==> config.mk <==
export PLATFORM = sky130hd
export DESIGN_NAME = hazard_control
export DESIGN_NICKNAME = d
export VERILOG_FILES = /design/src/rtl/pipeline_defs_pkg.sv /design/src/rtl/forward_unit.sv /design/src/rtl/hazard_control.sv
export SDC_FILE = /design/constraint.sdc
export NUM_CORES = 1
export LEC_CHECK = 0
export CORE_ASPECT_RATIO = 1.1
export CORE_MARGIN = 3
export CORE_UTILIZATION = 40
export DETAILED_ROUTE_END_ITERATION = 8
export PLACE_DENSITY = 0.68
export SLEW_MARGIN = 0
export SYNTH_ARGS = -nofsm -noshare
export SYNTH_HDL_FRONTEND = slang
export SYNTH_SLANG_ARGS = --single-unit
==> constraint.sdc <==
create_clock -name clk -period 5.7 [get_ports clk]
set_input_delay 0.855 -clock clk [delete_from_list [all_inputs] [get_ports clk]]
set_output_delay 0.855 -clock clk [all_outputs]
set_load 0.005 [all_outputs]
==> src/rtl/pipeline_defs_pkg.sv <==
// Shared pipeline definitions: control-bundle layout, forwarding selects,
// hazard FSM states and the opcode constants used by the ID-stage decoder.
package pipeline_defs;

    typedef struct packed {
        logic       branch_eq;
        logic       branch_ne;
        logic       memory_read;
        logic       memory_write;
        logic       memory_to_register;
        logic       register_destination;
        logic       register_write;
        logic       alu_source;
        logic       jump;
        logic [1:0] alu_opcode;
    } ctrl_t;

    localparam int unsigned REG_W = 5;

    typedef struct packed {
        ctrl_t            ctrl;
        logic [REG_W-1:0] rs;
        logic [REG_W-1:0] rt;
        logic [REG_W-1:0] dest;
    } id_ex_t;

    typedef struct packed {
        logic             register_write;
        logic             memory_read;
        logic             memory_write;
        logic             memory_to_register;
        logic [REG_W-1:0] dest;
    } ex_mem_t;

    typedef struct packed {
        logic             register_write;
        logic             memory_to_register;
        logic [REG_W-1:0] dest;
    } mem_wb_t;

    localparam logic [1:0] FORWARD_RF    = 2'b00;
    localparam logic [1:0] FORWARD_EXMEM = 2'b10;
    localparam logic [1:0] FORWARD_MEMWB = 2'b01;

    typedef enum logic [1:0] {
        StRun   = 2'b00,
        StStall = 2'b01,
        StFlush = 2'b10
    } hz_state_e;

    localparam logic [5:0] OP_RTYPE = 6'h00;
    localparam logic [5:0] OP_J     = 6'h02;
    localparam logic [5:0] OP_BEQ   = 6'h04;
    localparam logic [5:0] OP_BNE   = 6'h05;
    localparam logic [5:0] OP_ADDI  = 6'h08;
    localparam logic [5:0] OP_LW    = 6'h23;
    localparam logic [5:0] OP_SW    = 6'h2b;

    // rt is a source for R-type ALU ops, stores and branches.
    function automatic logic uses_rt(ctrl_t c);
        return ~c.alu_source | c.memory_write | c.branch_eq | c.branch_ne;
    endfunction

endpackage

==> src/rtl/forward_unit.sv <==
// Forwarding select for one ALU operand; EX/MEM has priority over MEM/WB.
module forward_unit
    import pipeline_defs::*;
(
    input  logic [4:0] src,
    input  logic       mem_register_write,
    input  logic [4:0] mem_dest,
    input  logic       wb_register_write,
    input  logic [4:0] wb_dest,
    output logic [1:0] forward
);

    always_comb begin
        forward = FORWARD_RF;
        if (mem_register_write && (mem_dest != 5'd0) && (mem_dest == src)) begin
            forward = FORWARD_EXMEM;
        end else if (wb_register_write && (wb_dest != 5'd0) && (wb_dest == src)) begin
            forward = FORWARD_MEMWB;
        end
    end

endmodule

==> src/rtl/hazard_control.sv <==
// Hazard unit for the 5-stage pipeline: carries the control bundle through
// ID/EX, EX/MEM and MEM/WB, resolves stalls/flushes and drives forwarding.
module hazard_control
    import pipeline_defs::*;
#(
    parameter int unsigned CNT_W = 16
) (
    input  logic             clk,
    input  logic             rst_n,

    input  logic             id_branch_eq,
    input  logic             id_branch_ne,
    input  logic             id_memory_read,
    input  logic             id_memory_write,
    input  logic             id_memory_to_register,
    input  logic             id_register_destination,
    input  logic             id_register_write,
    input  logic             id_alu_source,
    input  logic             id_jump,
    input  logic [1:0]       id_alu_opcode,
    input  logic [4:0]       id_rs,
    input  logic [4:0]       id_rt,
    input  logic [4:0]       id_rd,
    input  logic             ex_alu_zero,

    output logic             ex_branch_eq,
    output logic             ex_branch_ne,
    output logic             ex_memory_read,
    output logic             ex_memory_write,
    output logic             ex_memory_to_register,
    output logic             ex_register_destination,
    output logic             ex_register_write,
    output logic             ex_alu_source,
    output logic             ex_jump,
    output logic [1:0]       ex_alu_opcode,
    output logic [4:0]       ex_rs,
    output logic [4:0]       ex_rt,
    output logic [4:0]       ex_dest,

    output logic             mem_register_write,
    output logic             mem_memory_read,
    output logic             mem_memory_write,
    output logic             mem_memory_to_register,
    output logic [4:0]       mem_dest,

    output logic             wb_register_write,
    output logic             wb_memory_to_register,
    output logic [4:0]       wb_dest,

    output logic             pc_write,
    output logic             if_id_write,
    output logic             if_id_flush,
    output logic             branch_taken,
    output logic [1:0]       forward_a,
    output logic [1:0]       forward_b,
    output logic [CNT_W-1:0] stall_count,
    output logic [CNT_W-1:0] flush_count
);

    id_ex_t             id_ex_q, id_ex_d;
    ex_mem_t            ex_mem_q, ex_mem_d;
    mem_wb_t            mem_wb_q, mem_wb_d;
    hz_state_e          state_q, state_d;
    logic [CNT_W-1:0]   stall_cnt_q, stall_cnt_d;
    logic [CNT_W-1:0]   flush_cnt_q, flush_cnt_d;

    ctrl_t id_ctrl;
    logic  load_use;
    logic  stall;
    logic  bubble;

    assign id_ctrl = '{
        branch_eq:            id_branch_eq,
        branch_ne:            id_branch_ne,
        memory_read:          id_memory_read,
        memory_write:         id_memory_write,
        memory_to_register:   id_memory_to_register,
        register_destination: id_register_destination,
        register_write:       id_register_write,
        alu_source:           id_alu_source,
        jump:                 id_jump,
        alu_opcode:           id_alu_opcode
    };

    always_comb begin
        branch_taken = (id_ex_q.ctrl.branch_eq & ex_alu_zero) |
                       (id_ex_q.ctrl.branch_ne & ~ex_alu_zero);
        load_use     = id_ex_q.ctrl.memory_read && (id_ex_q.dest != 5'd0) &&
                       ((id_ex_q.dest == id_rs) || (uses_rt(id_ctrl) && (id_ex_q.dest == id_rt)));
        // The bubble behind a stall clears memory_read in EX, so a repeat stall
        // is unreachable; gating on StStall keeps the FSM from ever holding there.
        stall        = load_use & ~branch_taken & (state_q != StStall);
        bubble       = branch_taken | stall;

        pc_write     = ~stall;
        if_id_write  = ~stall;
        if_id_flush  = branch_taken | (id_jump & ~stall);
    end

    always_comb begin
        id_ex_d = '0;
        if (!bubble) begin
            id_ex_d.ctrl = id_ctrl;
            id_ex_d.rs   = id_rs;
            id_ex_d.rt   = id_rt;
            id_ex_d.dest = id_register_destination ? id_rd : id_rt;
        end

        ex_mem_d = '{
            register_write:     id_ex_q.ctrl.register_write,
            memory_read:        id_ex_q.ctrl.memory_read,
            memory_write:       id_ex_q.ctrl.memory_write,
            memory_to_register: id_ex_q.ctrl.memory_to_register,
            dest:               id_ex_q.dest
        };

        mem_wb_d = '{
            register_write:     ex_mem_q.register_write,
            memory_to_register: ex_mem_q.memory_to_register,
            dest:               ex_mem_q.dest
        };
    end

    always_comb begin
        state_d = StRun;
        if (if_id_flush) begin
            state_d = StFlush;
        end else if (stall) begin
            state_d = StStall;
        end

        stall_cnt_d = stall_cnt_q;
        if (stall && (stall_cnt_q != '1)) begin
            stall_cnt_d = stall_cnt_q + 1'b1;
        end
        flush_cnt_d = flush_cnt_q;
        if (if_id_flush && (flush_cnt_q != '1)) begin
            flush_cnt_d = flush_cnt_q + 1'b1;
        end
    end

    always_ff @(posedge clk or negedge rst_n) begin
        if (!rst_n) begin
            id_ex_q     <= '0;
            ex_mem_q    <= '0;
            mem_wb_q    <= '0;
            state_q     <= StRun;
            stall_cnt_q <= '0;
            flush_cnt_q <= '0;
        end else begin
            id_ex_q     <= id_ex_d;
            ex_mem_q    <= ex_mem_d;
            mem_wb_q    <= mem_wb_d;
            state_q     <= state_d;
            stall_cnt_q <= stall_cnt_d;
            flush_cnt_q <= flush_cnt_d;
        end
    end

    forward_unit u_forward_a (
        .src                (id_ex_q.rs),
        .mem_register_write (ex_mem_q.register_write),
        .mem_dest           (ex_mem_q.dest),
        .wb_register_write  (mem_wb_q.register_write),
        .wb_dest            (mem_wb_q.dest),
        .forward            (forward_a)
    );

    forward_unit u_forward_b (
        .src                (id_ex_q.rt),
        .mem_register_write (ex_mem_q.register_write),
        .mem_dest           (ex_mem_q.dest),
        .wb_register_write  (mem_wb_q.register_write),
        .wb_dest            (mem_wb_q.dest),
        .forward            (forward_b)
    );

    assign ex_branch_eq            = id_ex_q.ctrl.branch_eq;
    assign ex_branch_ne            = id_ex_q.ctrl.branch_ne;
    assign ex_memory_read          = id_ex_q.ctrl.memory_read;
    assign ex_memory_write         = id_ex_q.ctrl.memory_write;
    assign ex_memory_to_register   = id_ex_q.ctrl.memory_to_register;
    assign ex_register_destination = id_ex_q.ctrl.register_destination;
    assign ex_register_write       = id_ex_q.ctrl.register_write;
    assign ex_alu_source           = id_ex_q.ctrl.alu_source;
    assign ex_jump                 = id_ex_q.ctrl.jump;
    assign ex_alu_opcode           = id_ex_q.ctrl.alu_opcode;
    assign ex_rs                   = id_ex_q.rs;
    assign ex_rt                   = id_ex_q.rt;
    assign ex_dest                 = id_ex_q.dest;

    assign mem_register_write      = ex_mem_q.register_write;
    assign mem_memory_read         = ex_mem_q.memory_read;
    assign mem_memory_write        = ex_mem_q.memory_write;
    assign mem_memory_to_register  = ex_mem_q.memory_to_register;
    assign mem_dest                = ex_mem_q.dest;

    assign wb_register_write       = mem_wb_q.register_write;
    assign wb_memory_to_register   = mem_wb_q.memory_to_register;
    assign wb_dest                 = mem_wb_q.dest;

    assign stall_count             = stall_cnt_q;
    assign flush_count             = flush_cnt_q;

endmodule

Word level (Yosys, flattened, before mapping). Cells that the tools add are included.

Output and inout bits: 82. Input bits: 29. Logic and storage cells: 73. Register bits: 76.

Bitwise operators: 15. Reductions and logical operators: 15. Eq/ne operators: 9. Multiplexer cells: 8. Add/subtract/negate cells: 2.

Operators with widths (count): 16-bit by 1-bit adder with 16-bit output, second input constant (2); 16-bit inequality test, second input constant (2); 5-bit == test (6); 26-bit 2-to-1 mux (1); 5-bit nonzero test (3); 1-bit logical AND (11); 2-bit 2-to-1 mux (3); 1-bit OR (6); 1-bit bitwise AND (5); 5-bit 2-to-1 mux (1); 1-bit NOT (4); 1-bit 2-to-1 mux (3); 2-bit by 1-bit inequality test with 1-bit output, second input constant (1); 1-bit logical OR (1).

Depth between registers and ports, before layout.
Depth after elaboration: 13. Depth in mapped cells: 9. Mapped depth without buffers: 7.

Hierarchy. A second synthesis with hierarchy kept.

Cells, all modules: 292. Area total of the unflattened synthesis: 3424.5 um^2.

Modules (own cells, without submodules): hazard_control (cells each 252, area an instance 3121.7 um^2, times used 1, sequential area each 1901.8 um^2); forward_unit (cells each 20, area an instance 151.4 um^2, times used 2, sequential area each 0.0 um^2).

Worst setup path before layout. No wires, ideal clock.

Kind: input to output. From: in id_alu_source. To: out pc_write. Path buffers: 4. Required time: 4.845 ns. Cell stages on the path: 8. Setup slack: 2.663 ns. Arrival time: 2.182 ns. Cells stage by stage: nor4b_1 -> nor4_1 -> a22oi_1 -> a211o_1 -> buf_6 -> buf_12 -> clkbuf_1 -> buf_4.

Longest elaborated chain between the ends: 10.

RTL lines: start, declared (line hazard_control.sv:18) `input logic id_alu_source,`; 1-bit NOT (line pipeline_defs_pkg.sv:61) `return ~c.alu_source | c.memory_write | c.branch_eq | c.branch_ne;`; 1-bit OR (3 in series) (line pipeline_defs_pkg.sv:61); 1-bit logical AND (line hazard_control.sv:89) `((id_ex_q.dest == id_rs) || (uses_rt(id_ctrl) && (id_ex_q.dest == id_rt)));`; 1-bit logical OR (line hazard_control.sv:89); 1-bit logical AND (line hazard_control.sv:88) `load_use = id_ex_q.ctrl.memory_read && (id_ex_q.dest != 5'd0) &&`; 1-bit bitwise AND (2 in series) (line hazard_control.sv:92) `stall = load_use & ~branch_taken & (state_q != StStall);`; 1-bit NOT; end, declared (line hazard_control.sv:50) `output logic pc_write,`.

No other way between the ends.

Worst setup path after layout.
From: in id_branch_eq. To: out if_id_flush.

Longest elaborated chain between the ends: 10.

RTL lines: start, declared (line hazard_control.sv:11) `input logic id_branch_eq,`; 1-bit OR (2 in series) (line pipeline_defs_pkg.sv:61); 1-bit logical AND (line hazard_control.sv:89); 1-bit logical OR (line hazard_control.sv:89); 1-bit logical AND (line hazard_control.sv:88); 1-bit bitwise AND (2 in series) (line hazard_control.sv:92); 1-bit NOT (line hazard_control.sv:97) `if_id_flush = branch_taken | (id_jump & ~stall);`; 1-bit bitwise AND (line hazard_control.sv:97); 1-bit OR (line hazard_control.sv:97); end, declared (line hazard_control.sv:52) `output logic if_id_flush,`.

No other way between the ends.

==> out/metrics.cfg <==
[worst_setup_path]
critPathBufInv = 3
rr_endpoint = stall_count[1]$_DFFE_PN0P_
crit_path_start_kind = input port
criticalPathCategory = input port to output pin
path_depth = 8
crit_family = buffers and inverters
crit_slowest_cell = clkdlybuf4s50_1
crit_chain = clkdlybuf4s50_1 -> nor4b_1 -> nor4_1 -> a22oi_1 -> a211o_2 -> inv_1 -> nor2_1 -> clkdlybuf4s50_1
path_max_fanout = 5
r2r_start = stall_count[0]$_DFFE_PN0P_
cp.required_ns = 4.85
worstPathArrival_ns = 2.95
critPathCapture = if_id_flush
startpoint = id_branch_eq
cp-end-kind = output pin
reg2reg_setup_slack_ns = 3.05
r2r_cells = 6
cp_common_cell = clkdlybuf4s50_1
cp_slowest_stage_delay_ns = 0.54

[place]
port-buffer-count = 110
gp_congestion = 0.793
hpwl_mm = 5.82

[yosys]
netlist_top_cells_area = dfrtp_1, xor2_1, and3_1, xnor2_1, nand3_1
synth.avg_cell_area_sq_um = 11.8
syn-instance-count = 288
synth_cell_types = 32
synth_top_area_cell = dfrtp_1
ys_seq_area_frac = 0.562
ys_seq_elements = 76
synth_top_area_frac = 0.562
syn_nets = 319
synth-warning-count = 0
syn_area_sq_mm = 0.00338

[floorplan]
rows = 34
coreArea_sq_mm = 0.00808
die_area_sq_mm = 0.00960
io_pins = 111
initial_core_util = 0.419
fp.dieH_um = 102
die_w_um = 93.7

[grt]
grt_max_degree = 77
grt_first_pass_wirelength_mm = 12.9
grt_pass1_vias = 2597
antenna_found_initial = 0
grt_use_total = 0.174
gr-total-overflow = 0

[cts]
cts_buffers = 9
clock_sinks = 76
cts_tree = yes
cts_htree_levels = 3
clk_latency_ns = 0.34
root_buffer = clkbuf_8
clkSlewWorstSetupHoldPaths_ns = 0.07
cts_buffer_depth = 2
cts_post_setup_buffers_inserted = 0
post_cts_resized = 0
ctsHoldBuffers = 0

[timing]
max_freq_mhz = 263
finalHoldViolCount = 0
fin_crit_sh = 0.667
period_needed_ns = 3.80
setup_viol = 0
slew_viol_final = 0
finalClockSkew_ns = 0.0114
tightest_slew_ns = 1.22
slew_headroom = 0.179
rsz0062_at_grt = no
setup_tns_ns = 0

[pwr]
vdd.ir_drop.worst_v = 0.000221
power_switching_mw = 0.382
pwr-share-clk = 0.278
p_leak_nw = 2.14
sw_frac_of_total = 0.274
intPower_mw = 1.01
seqPwrFrac = 0.491
p_comb_frac = 0.231
p_per_area_mw_per_mm2 = 293

[drt]
dr_wl_met2_mm = 3.79
dr_total_vias = 2583
highest_layer = met4
drc_errors = 0
drt_pass1_iterations = 4
wl_mm = 8.02
drtIter0Drc = 69
drt.antenna.violating_nets = 0
drt-vias-per-instance = 5.04
wl_met3_um = 546
wl_met1_mm = 3.61
post_drt_wl_per_cell_um = 15.6

[finish]
final_cell_mix = clkdlybuf4s50_1, dfrtp_1, xor2_1
layout.nets = 431
multi_input_area_sq_mm = 0.00140
syn_to_final_growth_pct = 40.5
final_core_util = 0.588
ff_latch_area_sq_mm = 0.00190
final_common_cell = clkdlybuf4s50_1
layout-drive-gt1-share = 0.0642
num_antenna_cells = 0
fillers = 714

[min_path]
min_path_type = flip-flop to flip-flop
holdPathStages = 0

[run_status]
status = finished clean

[flow_run]
maxCapViolCount = 0

-- cells in the mapped netlist (all sizes together) --
cell type	instances
o211ai	1
nand4	10
mux2	2
clkbuf	5
xnor2	20
nand2b	2
nor4b	1
a22oi	1
o21ai	2
nor4	11
nand3	20
dfrtp	76
nor2	16
o31a	1
and3	30
a21oi	1
inv	5
mux2i	6
and2	1
or4	5
nor3	13
buf	6
xor2	38
and4	3
a211o	1
ha	2
nand2	9
-- state kept, by name, indices dropped and copies added (netlist names), 5 cells and up --
name	flops
wb_dest	5
stall_count	16
ex_dest	5
ex_rs	5
flush_count	16
mem_dest	5
ex_rt	5
-- routing by layer --
layer | global-route usage | vias to the layer above
li1 | - | 1235
met1 | 0.229 | 1259
met2 | 0.276 | 82
met3 | 0.0560 | 7
met4 | 0.0500 | 0
met5 | 0 | -
-- power by group through the flow --
stage	sequential (mW)	combinational, mW	clock [mW]
floorplan	0.685	0.124	0
global placement	0.692	0.319	0
detailed placement	0.693	0.324	0
CTS	0.683	0.327	0.397
global route	0.696	0.353	0.427
finish	0.683	0.321	0.387
-- final cells by class --
class	count	area share
inverters	5	0.00395
clock inverters	5	0.0110
well taps	108	0.0284
clock buffers	11	0.0276
multi-input cells	196	0.295
flip-flops and latches	76	0.400
repair buffers	112	0.234
-- worst min-delay path by stage --
stage                                                  end  slack, ns                            start
final                         mem_register_write$_DFF_PN0_       0.38      ex_register_write$_DFF_PN0_
after global routing          mem_register_write$_DFF_PN0_       0.39      ex_register_write$_DFF_PN0_
after CTS                     mem_register_write$_DFF_PN0_       0.38      ex_register_write$_DFF_PN0_
after detailed placement      mem_register_write$_DFF_PN0_       0.37      ex_register_write$_DFF_PN0_
after global placement        mem_register_write$_DFF_PN0_       0.36      ex_register_write$_DFF_PN0_
after floorplan           mem_memory_to_register$_DFF_PN0_       0.38  ex_memory_to_register$_DFF_PN0_
-- through the flow --
| stage | std cells | power, mW | instance area [sq um] | setup WS (ns) | hold WS [ns] |
|---|---|---|---|---|---|
| finish | 513 | 1.39 | 4760 | 1.90 | 0.379 |
| global route | 513 | 1.48 | 4760 | 1.72 | 0.395 |
| CTS | 513 | 1.41 | 4760 | 1.80 | 0.382 |
| detailed placement | 497 | 1.02 | 4570 | 1.82 | 0.366 |
| global placement | 497 | 1.01 | 4570 | 1.83 | 0.365 |
| floorplan | 288 | 0.809 | 3380 | 2.66 | 0.376 |
-- cell families after synthesis --
kind of cell / count (synthesis) / share of synthesized area
buffers and inverters: 16 / 0.0266
AOI/OAI and AO/OA: 7 / 0.0140
muxes: 8 / 0.0244
and+or+nand+nor: 121 / 0.216
xor gates and xnor gates: 58 / 0.150
adders and majority gates: 2 / 0.00739
DFF: 76 / 0.562
Note: power is estimated with default switching activity, not from simulation.
